<file path="config.mk">
export PLATFORM = sky130hd
export DESIGN_NAME = mem_bus_arbiter
export DESIGN_NICKNAME = d
export VERILOG_FILES = /design/src/rtl/mem_bus_arbiter.sv
export SDC_FILE = /design/constraint.sdc
export NUM_CORES = 1
export LEC_CHECK = 0
export CAP_MARGIN = 20
export CORE_UTILIZATION = 36
export DETAILED_ROUTE_END_ITERATION = 8
export PLACE_DENSITY = 0.76
export REMOVE_ABC_BUFFERS = 1
export SYNTH_ARGS = -nofsm -noshare
export SYNTH_HDL_FRONTEND = slang
export SYNTH_SLANG_ARGS = --single-unit
</file>
<file path="constraint.sdc">
create_clock -name clk -period 1.95 [get_ports clk]
set_input_delay 0.195 -clock clk [delete_from_list [all_inputs] [get_ports clk]]
set_output_delay 0.195 -clock clk [all_outputs]
set_load 0.03 [all_outputs]
</file>
<file path="src/rtl/mem_bus_arbiter.sv">
// Round-robin arbiter sharing one memory port between the instruction-fetch and data masters.
// One outstanding transaction, registered master-side outputs, watchdog timeout on missing m_ack.
module mem_bus_arbiter #(
  parameter int unsigned AW       = 32,
  parameter int unsigned DW       = 32,
  parameter int unsigned MAX_WAIT = 15
) (
  input  logic            clk,
  input  logic            rst,
  input  logic            if_req,
  input  logic [AW-1:0]   if_addr,
  output logic [DW-1:0]   if_rdata,
  output logic            if_ack,
  input  logic            d_req,
  input  logic            d_we,
  input  logic [DW/8-1:0] d_sel,
  input  logic [AW-1:0]   d_addr,
  input  logic [DW-1:0]   d_wdata,
  output logic [DW-1:0]   d_rdata,
  output logic            d_ack,
  output logic            m_ce,
  output logic            m_we,
  output logic [DW/8-1:0] m_sel,
  output logic [AW-1:0]   m_addr,
  output logic [DW-1:0]   m_wdata,
  input  logic [DW-1:0]   m_rdata,
  input  logic            m_ack,
  output logic            stallreq,
  output logic            bus_err
);

  localparam int unsigned SW = DW / 8;
  localparam int unsigned CW = (MAX_WAIT > 1) ? $clog2(MAX_WAIT) : 1;
  localparam logic [CW-1:0] CntMax = CW'(MAX_WAIT - 1);

  typedef enum logic [1:0] {StIdle, StBusyI, StBusyD} state_e;

  state_e          state_q, state_d;
  logic            last_d_q, last_d_d;
  logic [CW-1:0]   wait_cnt_q, wait_cnt_d;
  logic            m_ce_q, m_ce_d;
  logic            m_we_q, m_we_d;
  logic [SW-1:0]   m_sel_q, m_sel_d;
  logic [AW-1:0]   m_addr_q, m_addr_d;
  logic [DW-1:0]   m_wdata_q, m_wdata_d;
  logic [DW-1:0]   if_rdata_q, if_rdata_d;
  logic [DW-1:0]   d_rdata_q, d_rdata_d;
  logic            if_ack_q, if_ack_d;
  logic            d_ack_q, d_ack_d;
  logic            bus_err_q, bus_err_d;
  logic            grant_i, grant_d;
  logic [DW-1:0]   cap_rdata;

  always_comb begin
    state_d    = state_q;
    last_d_d   = last_d_q;
    wait_cnt_d = wait_cnt_q;
    m_ce_d     = m_ce_q;
    m_we_d     = m_we_q;
    m_sel_d    = m_sel_q;
    m_addr_d   = m_addr_q;
    m_wdata_d  = m_wdata_q;
    if_rdata_d = if_rdata_q;
    d_rdata_d  = d_rdata_q;
    if_ack_d   = 1'b0;
    d_ack_d    = 1'b0;
    bus_err_d  = 1'b0;
    // On contention the master that was not served last wins.
    grant_i    = if_req && (!d_req || last_d_q);
    grant_d    = d_req && (!if_req || !last_d_q);
    cap_rdata  = m_ack ? m_rdata : '0;

    unique case (state_q)
      StIdle: begin
        // Skip arbitration while the previous completion pulse is still visible.
        if (!(if_ack_q || d_ack_q)) begin
          if (grant_i) begin
            state_d    = StBusyI;
            last_d_d   = 1'b0;
            wait_cnt_d = '0;
            m_ce_d     = 1'b1;
            m_we_d     = 1'b0;
            m_sel_d    = '1;
            m_addr_d   = if_addr;
            m_wdata_d  = '0;
          end else if (grant_d) begin
            state_d    = StBusyD;
            last_d_d   = 1'b1;
            wait_cnt_d = '0;
            m_ce_d     = 1'b1;
            m_we_d     = d_we;
            m_sel_d    = d_sel;
            m_addr_d   = d_addr;
            m_wdata_d  = d_wdata;
          end
        end
      end
      StBusyI, StBusyD: begin
        // m_ack in the final watchdog cycle still counts as a normal completion.
        if (m_ack || (wait_cnt_q == CntMax)) begin
          state_d    = StIdle;
          wait_cnt_d = '0;
          m_ce_d     = 1'b0;
          m_we_d     = 1'b0;
          m_sel_d    = '0;
          m_addr_d   = '0;
          m_wdata_d  = '0;
          bus_err_d  = !m_ack;
          if (state_q == StBusyI) begin
            if_ack_d   = 1'b1;
            if_rdata_d = cap_rdata;
          end else begin
            d_ack_d   = 1'b1;
            d_rdata_d = cap_rdata;
          end
        end else begin
          wait_cnt_d = wait_cnt_q + 1'b1;
        end
      end
      default: state_d = StIdle;
    endcase
  end

  always_ff @(posedge clk) begin
    if (rst) begin
      state_q    <= StIdle;
      last_d_q   <= 1'b1;
      wait_cnt_q <= '0;
      m_ce_q     <= 1'b0;
      m_we_q     <= 1'b0;
      m_sel_q    <= '0;
      m_addr_q   <= '0;
      m_wdata_q  <= '0;
      if_rdata_q <= '0;
      d_rdata_q  <= '0;
      if_ack_q   <= 1'b0;
      d_ack_q    <= 1'b0;
      bus_err_q  <= 1'b0;
    end else begin
      state_q    <= state_d;
      last_d_q   <= last_d_d;
      wait_cnt_q <= wait_cnt_d;
      m_ce_q     <= m_ce_d;
      m_we_q     <= m_we_d;
      m_sel_q    <= m_sel_d;
      m_addr_q   <= m_addr_d;
      m_wdata_q  <= m_wdata_d;
      if_rdata_q <= if_rdata_d;
      d_rdata_q  <= d_rdata_d;
      if_ack_q   <= if_ack_d;
      d_ack_q    <= d_ack_d;
      bus_err_q  <= bus_err_d;
    end
  end

  assign m_ce     = m_ce_q;
  assign m_we     = m_we_q;
  assign m_sel    = m_sel_q;
  assign m_addr   = m_addr_q;
  assign m_wdata  = m_wdata_q;
  assign if_rdata = if_rdata_q;
  assign d_rdata  = d_rdata_q;
  assign if_ack   = if_ack_q;
  assign d_ack    = d_ack_q;
  assign bus_err  = bus_err_q;
  assign stallreq = (if_req & ~if_ack_q) | (d_req & ~d_ack_q);

endmodule

</file>
Yosys cells after proc, flatten, opt, wreduce, memory -nomap -nowiden
Cells that the tools add are included.

storage, ports and cells
  memories kept = 0
  bits in latches = 0
  logic and storage cells = 87
  memory bits (writable) = 0
  output and inout port bits = 138
  memory bits (read-only) = 0
  bits of input ports = 138
  flip-flop bits (word level) = 144

cells by class
  div/mod/pow operators = 0
  reduce and logical (&&, ||, !) cells = 21
  bitwise gates (word level) = 9
  magnitude comparators = 0
  equality and inequality tests = 6
  add/sub/neg operators = 1
  multipliers = 0
  multiplexer cells = 37
  shifts and indexed selects = 0

operators with widths
  operator                                        count
  two-way mux 32 bit                              8
  case mux 32 bit (2 select lines)                2
  two-way mux 4 bit                               8
  case mux 4 bit (2 select lines)                 2
  AND reduction 3 bit                             5
  two-way mux 1 bit                               10
  two-way mux 2 bit                               4
  inverter 1 bit                                  6
  adder 4 x 1 -> 4 bit (second input constant)    1
  == test 4 bit (second input constant)           1
  zero test 1 bit                                 4
  logical OR 1 bit                                4
  != test 2 bit (second input constant)           2
  case mux 1 bit (2 select lines)                 2
  case mux 2 bit (2 select lines)                 1
  AND reduction 4 bit                             1
  nonzero test 2 bit                              2
  != test 3 bit (second input constant)           1
  OR reduction 3 bit                              1
  AND 1 bit                                       2
  == test 2 x 1 -> 1 bit (second input constant)  1
  == test 2 bit (second input constant)           1
  logical AND 1 bit                               2
  zero test 2 bit                                 1
  2 further kinds                                 2

Logic depth before layout (Yosys ltp)
Gate-level depths: netlist of the first run.

  word-level depth = 7
  gate-level depth with buffers = 9
  gate-level depth less buffers = 6

Worst setup path after synthesis of the first run
OpenSTA, ideal clock, no wires.

  path type = register -> register
  from = register state_q[0]
  to = register m_wdata_q[0] (netlist: m_wdata[0])
  data required time = 1.890 ns
  stages on the path, launching flop included = 10
  setup slack = -0.018 ns
  arrival time = 1.908 ns
  clock period less this slack = 1.968 ns
  buffers on the path = 3
  setup time = 0.060 ns
  path through = dfxtp_1 inv_1 ha_1 or2_1 clkbuf_1 or4_1 buf_2 nor2_8 buf_6 a22o_1

between the ends
  cells in the longest elaborated chain, start to end = 4
  elaborated cells between the ends (all ways) = 10
  classes of those cells = eq/ne: 5; mux: 1; reduce/logical: 4

ends and longest elaborated chain
  item                                                                         line  RTL
  start, declared                                                              38    state_e state_q, state_d;
  start signal, assigned                                                       126   state_q <= StIdle;
  start signal, assigned                                                       140   state_q <= state_d;
  == test 2 x 1 -> 1 bit / == test 2 bit (equally long branches)               73    unique case (state_q)
  OR reduction 2 bit                                                           73
  != test 2 bit (no source line) / nonzero test 2 bit (equally long branches)  --
  AND reduction 4 bit (no source line)                                         --
  end signal, assigned                                                         147   m_wdata_q <= m_wdata_d;
  end, declared                                                                45    logic [DW-1:0] m_wdata_q, m_wdata_d;

Several ways; a longest one is shown, not always the timed one.
A chain may end at the register's enable or synchronous reset.

Final worst setup path of the first run
  from = register state_q[0]
  to = register m_wdata_q[26] (netlist: m_wdata[26])

Same word-level chain as after synthesis.

==> results.json, run 1 <==
{
  "status": "completed",
  "maxCapViolations": 0,
  "crit_fanout": 5,
  "finalCritPeriodShare_pct": 99.3,
  "synth_ff_type": "dfxtp_1",
  "core_region_area_um2": 14800,
  "grt_max_degree": 64,
  "cts-root-buf": "clkbuf_16",
  "antenna_found_initial": 0,
  "nNetsFinal": 1001,
  "start_util_pct": 37.4,
  "finalSetupViolCount": 0,
  "ir_drop_mv": 0.625,
  "synthesis.area_um2": 5510,
  "vias": 5403,
  "synthTopCellsByArea": "dfxtp_1 (52%), a21oi_1 (6.3%), mux2i_1 (6.0%)",
  "syn_to_final_growth_pct": 68.1,
  "firstDrtPassIters": 4,
  "drive_above_1_share_pct": 9.18,
  "worstPathArrival_ns": 2.29,
  "crit_path_start_kind": "register",
  "cts_tree": "yes",
  "grt.overflow.total": 0,
  "htreeDepth": 4,
  "vias_per_cell": 5.12,
  "io_buffers": 275,
  "synth_top_cell_by_area": "dfxtp_1",
  "wire_per_inst_um": 15.9,
  "synth_edf_count": 0,
  "wirelength_um": 16800,
  "antennaDiodeCount": 0,
  "fmax_mhz": 516,
  "hold_class": "in2reg",
  "die_h_um": 126,
  "drc": 0,
  "period_needed_ns": 1.94,
  "synth_seq_area_share_pct": 52.3,
  "clock-skew-final_ns": 0.00645,
  "cts_num_sinks": 144,
  "ios": 276,
  "die_area_um2": 15800,
  "cp.required_ns": 2.31,
  "dp_hpwl_um": 11800,
  "async_reset_ff_share_pct": 0,
  "numCtsBuffers": 17,
  "hold_buffers": 0,
  "grt_pass1_wl_um": 26200,
  "rows": 44,
  "slew_violations": 0,
  "worstSkewPairLatency_ns": 0.41,
  "critPathCaptureType": "register",
  "p_total_mw": 8.88,
  "grtUsageTotal_pct": 21.1,
  "hold_viol_final": 0,
  "p_per_area_nw_per_um2": 958,
  "gp_congestion": 0.760,
  "path_class": "reg2reg",
  "grt_pass1_vias": 5129,
  "rsz0062_at_grt": "true",
  "ys_ff_latch": 144,
  "die_x_um": 126,
  "tightest_slew_ns": 0.666,
  "synth_top_area_share_pct": 52.3,
  "yosys_warnings": 0,
  "ant_nets": 0,
  "synth_cells": 583,
  "whs_ns": 0.181,
  "clockBufferDepth": 2,
  "slew_headroom_pct": 55.6,
  "cts.clk_slew.worst_paths_ns": 0.06,
  "ys_types": 35,
  "synth_area_per_cell_um2": 9.46,
  "drt_iter0_markers": 387,
  "power_leakage_nw": 3.42
}
[critical path, stage by stage (launching register included)]
cell	delay, ns
dfxtp_2	0.33
inv_2	0.04
ha_4	0.22
or2_1	0.24
or4_4	0.49
nor2_8	0.17
bufbuf_16	0.27
a22o_1	0.11
[final timing paths]
check	start	to	slack, ns	cells after the start
worst max-delay path	state_q[0]	m_wdata[26]	0.01	7
worst min-delay path	m_ack	d_rdata[6]	0.18	3
worst max register to register	state_q[0]	m_wdata[26]	0.01	7
worst min register to register	if_rdata[31]	if_rdata[31]	0.45	2
[repair_timing]
item | in CTS | in global routing
setup endpoints to repair | 22 | 45
setup buffers | 4 | 0
gates resized for setup | 9 | 1
pin swaps | 1 | 1
cloned | 3 | 1
[per-stage QoR]
| step | worst slack (ns) | utilization, % | cell area [um2] | instances | setup TNS [ns] |
|---|---|---|---|---|---|
| 2_1_floorplan | -0.904 | - | 5260 | 527 | -81.93 |
| 3_3_place_gp | 0.0342 | 57.9 | 8540 | 1017 | 0 |
| 3_5_place_dp | -0.0145 | 57.9 | 8540 | 1017 | -0.166 |
| 5_1_grt | -0.0702 | 62.8 | 9270 | 1055 | -1.37 |
| 4_1_cts | -0.00277 | 62.7 | 9250 | 1055 | -0.0110 |
| 6_report | 0.0138 | 62.8 | 9270 | 1055 | 0 |
[sequential cells by signal (all words and copies together) (netlist names)]
name        flops
if_ack          1
m_we            1
state_q         2
wait_cnt_q      4
bus_err         1
m_addr         32
if_rdata       32
m_ce            1
d_ack           1
last_d_q        1
m_wdata        32
m_sel           4
d_rdata        32
[cell families after synthesis]
logic type,share of synthesized area [%]
multiplexers,5.99
buffers and inverters,5.20
AND/OR/NAND/NOR,15.2
flip-flops,52.3
AO/OA/AOI/OAI,20.2
XOR/XNOR,0.159
adder cells (fa/ha/maj),0.908
[synthesized netlist by cell type, types with 2 or more instances]
cell type and count:
or3_1 4, dfxtp_1 144, mux2i_1 33, nor2_1 9
o211ai_1 2, nand2_1 65, clkbuf_1 39, buf_6 3
nand2b_1 3, ha_1 4, a22o_1 33, o31ai_1 14
o21ai_0 20, or2_1 2, buf_2 13, nand3_1 34
o2bb2ai_1 23, inv_1 9, nor2b_1 13, o211a_1 2
a21oi_1 69, nand4_1 32
[layout by cell type, fill, tap and decap left out, drive strengths merged]
cell	netlist	routed
buf	17	38
o31ai	14	14
o2bb2ai	23	23
clkinvlp	0	1
inv	9	9
mux2i	33	33
bufbuf	0	1
o21a	1	1
nor2b	13	13
and3	1	1
nand4	32	32
bufinv	0	2
or4	1	1
a22o	33	33
nand3	34	34
clkinv	0	9
ha	4	4
dfxtp	144	144
or2	3	3
nor3b	1	1
or3	4	4
a21oi	69	69
clkdlybuf4s50	0	273
nand2b	3	3
o22ai	1	1
o31a	1	1
xnor2	1	1
nand2	65	65
o21ai	20	20
nor2	11	11
o21ba	1	1
o211a	2	2
o21bai	1	1
o211ai	2	2
clkbuf	39	20
[cell type report]
type | instances | area [um2]
Sequential cell | 144 | 2890
Tap cell | 184 | 230
Clock inverter | 12 | 120
Inverter | 9 | 33.8
Fill cell | 1273 | 5490
Multi-Input combinational cell | 374 | 2360
Timing Repair Buffer | 313 | 3200
Clock buffer | 19 | 433
[power by group]
part / internal [mW] / leakage (nW) / switching [mW]
Sequential: 3.22 / 1.17 / 0.141
Clock: 1.86 / 0.276 / 1.20
Combinational: 1.13 / 1.97 / 1.34
[metal layers]
layer  vias up  global-route usage (%)  share of wire (%)
li1       2646                       -                  -
met1      2479                    24.2                 40
met2       246                    35.8                 48
met3        32                    7.69                9.6
met4         0                    8.15                2.5
met5         -                       0                  0
(Power assumes the default switching activity.)
==> run 2, diff against run 1 <==
- CORE_MARGIN: default -> 5
==> results.json, run 2 (same netlist as run 1, synthesis figures left out) <==
{
  "drc": 0,
  "cts_resized": 1,
  "core_region_area_um2": 15100,
  "io_buffers": 275,
  "p_sw_share_pct": 29.3,
  "post_cts.repair.setup_buffers": 0,
  "htreeDepth": 4,
  "tns_ns": 0,
  "path_class": "reg2reg",
  "cts_num_sinks": 144,
  "ios": 276,
  "maxCapViolations": 0,
  "grtUsageTotal_pct": 19.7,
  "crit_path_start_kind": "register",
  "tightest_slew_ns": 0.649,
  "power_frac_comb_pct": 25.7,
  "p_total_mw": 9.32,
  "fmax_mhz": 533,
  "die_h_um": 134,
  "critPathCaptureType": "register",
  "worstPathArrival_ns": 2.23,
  "antennaDiodeCount": 0,
  "dp_hpwl_um": 13200,
  "cts_tree": "yes",
  "switchingPower_mw": 2.73,
  "nNetsFinal": 992,
  "numCtsBuffers": 17,
  "ir_drop_mv": 0.609,
  "grt_max_degree": 61,
  "layout_commonest_cell": "clkdlybuf4s50_1",
  "cp.required_ns": 2.31,
  "clock-skew-final_ns": 0.00885,
  "place_area_um2": 8550,
  "cts-root-buf": "clkbuf_16",
  "p_per_area_nw_per_um2": 1010,
  "mostFrequentLayoutCells": "clkdlybuf4s50_1 (272), dfxtp_1 (144), a21oi_1 (69)",
  "drive_above_1_share_pct": 8.00,
  "p_seq_share_pct": 36.1,
  "worstSkewPairLatency_ns": 0.42,
  "die_area_um2": 17900,
  "cts.clk_slew.worst_paths_ns": 0.06,
  "vias": 5385,
  "clockBufferDepth": 2,
  "vias_per_cell": 5.12,
  "wirelength_um": 18200,
  "fillers": 1290,
  "multi_input_area_um2": 2360,
  "hold_buffers": 0,
  "crit_path_max_incr_delay_ns": 0.47,
  "grt.overflow.total": 0,
  "wire_per_inst_um": 17.3,
  "rows": 45,
  "ant_nets": 0,
  "die_x_um": 134,
  "syn_to_final_growth_pct": 67.3,
  "finalSetupViolCount": 0,
  "intPower_mw": 6.59,
  "hold_viol_final": 0,
  "crit_fanout": 18,
  "slew_headroom_pct": 56.7,
  "crit_chain": "inv_1 -> ha_4 -> or2_1 -> or4_4 -> nor2_8 -> buf_12 -> a22o_1",
  "slew_violations": 0,
  "seqCellArea_um2": 2880,
  "hold_class": "in2reg",
  "start_util_pct": 36.5,
  "antenna_found_initial": 0,
  "grt_pass1_vias": 5233,
  "status": "completed",
  "period_needed_ns": 1.88,
  "finalCritPeriodShare_pct": 96.2,
  "firstDrtPassIters": 5,
  "crit_slowest_cell": "or4_4",
  "gp_congestion": 0.787,
  "power_leakage_nw": 3.40,
  "fin_area_um2": 9230,
  "grt_pass1_wl_um": 28100,
  "drt_iter0_markers": 327,
  "p_clk_share_pct": 38.2
}
==> run 2: power by group through the flow <==
stage          logic, mW  registers [mW]  clock network, mW
6_report            2.40            3.36               3.56
5_1_grt             2.55            3.39               3.78
4_1_cts             2.40            3.36               3.64
3_5_place_dp        2.39            3.41                  0
3_3_place_gp        2.37            3.41                  0
2_1_floorplan      0.638            3.90                  0
==> run 2: layout make-up <==
type | count | area share [%]
repair buffers | 304 | 33.1
flip-flops and latches | 144 | 31.2
multi-input cells | 374 | 25.6
clock buffers | 19 | 4.80
well taps | 188 | 2.55
clock inverters | 13 | 2.29
inverters | 9 | 0.366
==> run 2: worst paths after layout <==
check	start	endpoint	slack, ns	depth (start not counted)
max	state_q[0]	m_wdata[27]	0.07	7
min	m_ack	bus_err	0.18	3
max reg2reg	state_q[0]	m_wdata[27]	0.07	7
min reg2reg	if_rdata[26]	if_rdata[26]	0.45	2
==> run 2: through the flow <==
stage | worst slack, ns | hold WS [ns] | instances | util, %
after detailed placement | -0.0367 | 0.446 | 1019 | 56.6
after floorplan | -0.904 | 0.264 | 527 | -
after global placement | 0.0000333 | 0.442 | 1019 | 56.6
after global routing | -0.0167 | 0.218 | 1051 | 61.1
final | 0.0738 | 0.184 | 1051 | 61.1
after CTS | 0.00251 | 0.170 | 1051 | 61.0
==> run 2: metal layers <==
| layer | global-route usage (%) | part of all wire (%) |
|---|---|---|
| met5 | 0 | 0 |
| met3 | 7.18 | 9.2 |
| met4 | 6.17 | 1.5 |
| met2 | 32.7 | 48 |
| met1 | 23.9 | 41 |
==> run 2: worst max-delay path, delay by kind of cell, from the launching register on <==
kind | cells | cell delay [ns]
flip-flops | 1 | 0.33
buffers and inverters | 2 | 0.24
adder cells (fa/ha/maj) | 1 | 0.25
AND/OR/NAND/NOR | 3 | 0.86
AO/OA/AOI/OAI | 1 | 0.13
==> run 3, diff against run 2 <==
- CORE_MARGIN: 5 -> default
- REMOVE_ABC_BUFFERS: 1 -> default
==> results.json, run 3 (same netlist as run 1, synthesis figures left out) <==
{
  "crit_fanout": 44,
  "path_class": "reg2reg",
  "clock-skew-final_ns": 0.00733,
  "io_buffers": 275,
  "antenna_found_initial": 0,
  "grt_max_degree": 72,
  "fmax_mhz": 538,
  "tightest_slew_ns": 0.742,
  "seqCellArea_um2": 2880,
  "layout_commonest_cell": "clkdlybuf4s50_1",
  "gp_congestion": 0.769,
  "wire_per_inst_um": 16.1,
  "ios": 276,
  "grtUsageTotal_pct": 21.4,
  "die_h_um": 126,
  "worstHoldStart": "m_ack",
  "power_frac_comb_pct": 26.8,
  "crit_path_start_kind": "register",
  "maxCapViolations": 0,
  "wirelength_um": 16800,
  "crit_start": "state_q[1]",
  "grt_pass1_vias": 5031,
  "p_seq_share_pct": 37.9,
  "drt_iter0_markers": 281,
  "grt_pass1_wl_um": 26600,
  "finalSetupViolCount": 0,
  "hold_class": "in2reg",
  "ant_nets": 0,
  "worstSkewPairLatency_ns": 0.42,
  "status": "completed",
  "mostFrequentLayoutCells": "clkdlybuf4s50_1 (273), dfxtp_1 (143), a21oi_1 (69)",
  "numCtsBuffers": 17,
  "period_needed_ns": 1.86,
  "switchingPower_mw": 2.69,
  "nNetsFinal": 990,
  "final_cells": 1045,
  "setup_ws_ns": 0.0923,
  "ir_drop_mv": 0.586,
  "htreeDepth": 4,
  "pre_cts_slack_ns": 0.00645,
  "syn_nets": 725,
  "cp.required_ns": 2.25,
  "fillers": 1265,
  "slew_violations": 0,
  "cts.clk_slew.worst_paths_ns": 0.06,
  "grt.overflow.total": 0,
  "p_clk_share_pct": 35.3,
  "hold_viol_final": 0,
  "start_util_pct": 37.4,
  "worstPathArrival_ns": 2.16,
  "rows": 44,
  "slew_headroom_pct": 50.5,
  "p_total_mw": 8.85,
  "vias_per_cell": 5.02,
  "core_region_area_um2": 14800,
  "cts-root-buf": "clkbuf_16",
  "reg2reg_from": "state_q[1]",
  "firstDrtPassIters": 6,
  "placed_cells": 1013,
  "cts_num_sinks": 144,
  "critPathCaptureType": "register",
  "whs_ns": 0.158,
  "cts_tree": "yes",
  "finalCritPeriodShare_pct": 95.3,
  "rsz0062_at_grt": "true",
  "clockBufferDepth": 2,
  "antennaDiodeCount": 0,
  "power_leakage_nw": 3.33,
  "drc": 0,
  "post_cts.repair.setup_buffers": 0,
  "die_x_um": 126,
  "intPower_mw": 6.16,
  "dp_hpwl_um": 11900,
  "die_area_um2": 15800,
  "p_sw_share_pct": 30.4,
  "syn_to_final_growth_pct": 65.5,
  "p_per_area_nw_per_um2": 970,
  "drive_above_1_share_pct": 7.78,
  "vias": 5245,
  "multi_input_area_um2": 2370
}
==> run 3: what timing repair did <==
action / in CTS / in global routing
hold buffers: 0 / 0
setup endpoints to repair: 34 / 59
endpoints found under the hold margin: 0 / 0
gates resized for setup: 2 / 5
==> run 3: cell type report <==
type,count,share of cell area (%)
flip-flops and latches,144,31.6
inverters,9,0.370
clock inverters,12,1.49
repair buffers,302,33.2
well taps,184,2.52
multi-input cells,374,26.0
clock buffers,20,4.78
==> run 3: worst max-delay path: stages, from the launching register on <==
cell and delay [ns]:
dfxtp_1 0.32, inv_1 0.08, ha_4 0.28, buf_6 0.19
nand2b_1 0.09, o31a_1 0.12, o21ba_2 0.23, buf_12 0.18
a22o_1 0.25
==> run 3: path summary, 6_finish.rpt <==
kind	endpoint	slack [ns]	cells after the start
worst max register to register	m_wdata[28]	0.09	8
worst max-delay path	m_wdata[28]	0.09	8
worst min-delay path	bus_err	0.16	3
worst min register to register	if_rdata[22]	0.45	2
==> run 3: per-stage QoR <==
stage	TNS, ns	cell area, um2	util (%)
2_1_floorplan	0	5520	-
3_3_place_gp	0	8510	57.7
3_5_place_dp	0	8510	57.7
4_1_cts	0	9100	61.7
5_1_grt	-0.0304	9130	61.9
6_report	0	9130	61.9
==> run 3: metal layers <==
metal  share of wire [%]  wire length, um  global-route usage [%]
met5                   0                0                       0
met4                 1.2              197                    6.80
met3                 7.6             1270                    7.99
met2                  47             7950                    35.1
met1                  44             7380                    25.9
==> run 3: power by group through the flow <==
stage                     Clock (mW)  Combinational, mW  Sequential [mW]
after floorplan                    0              0.765             3.90
after global placement             0               2.32             3.41
after detailed placement           0               2.34             3.41
after CTS                       3.20               2.35             3.35
after global routing            3.34               2.51             3.38
final                           3.13               2.37             3.35
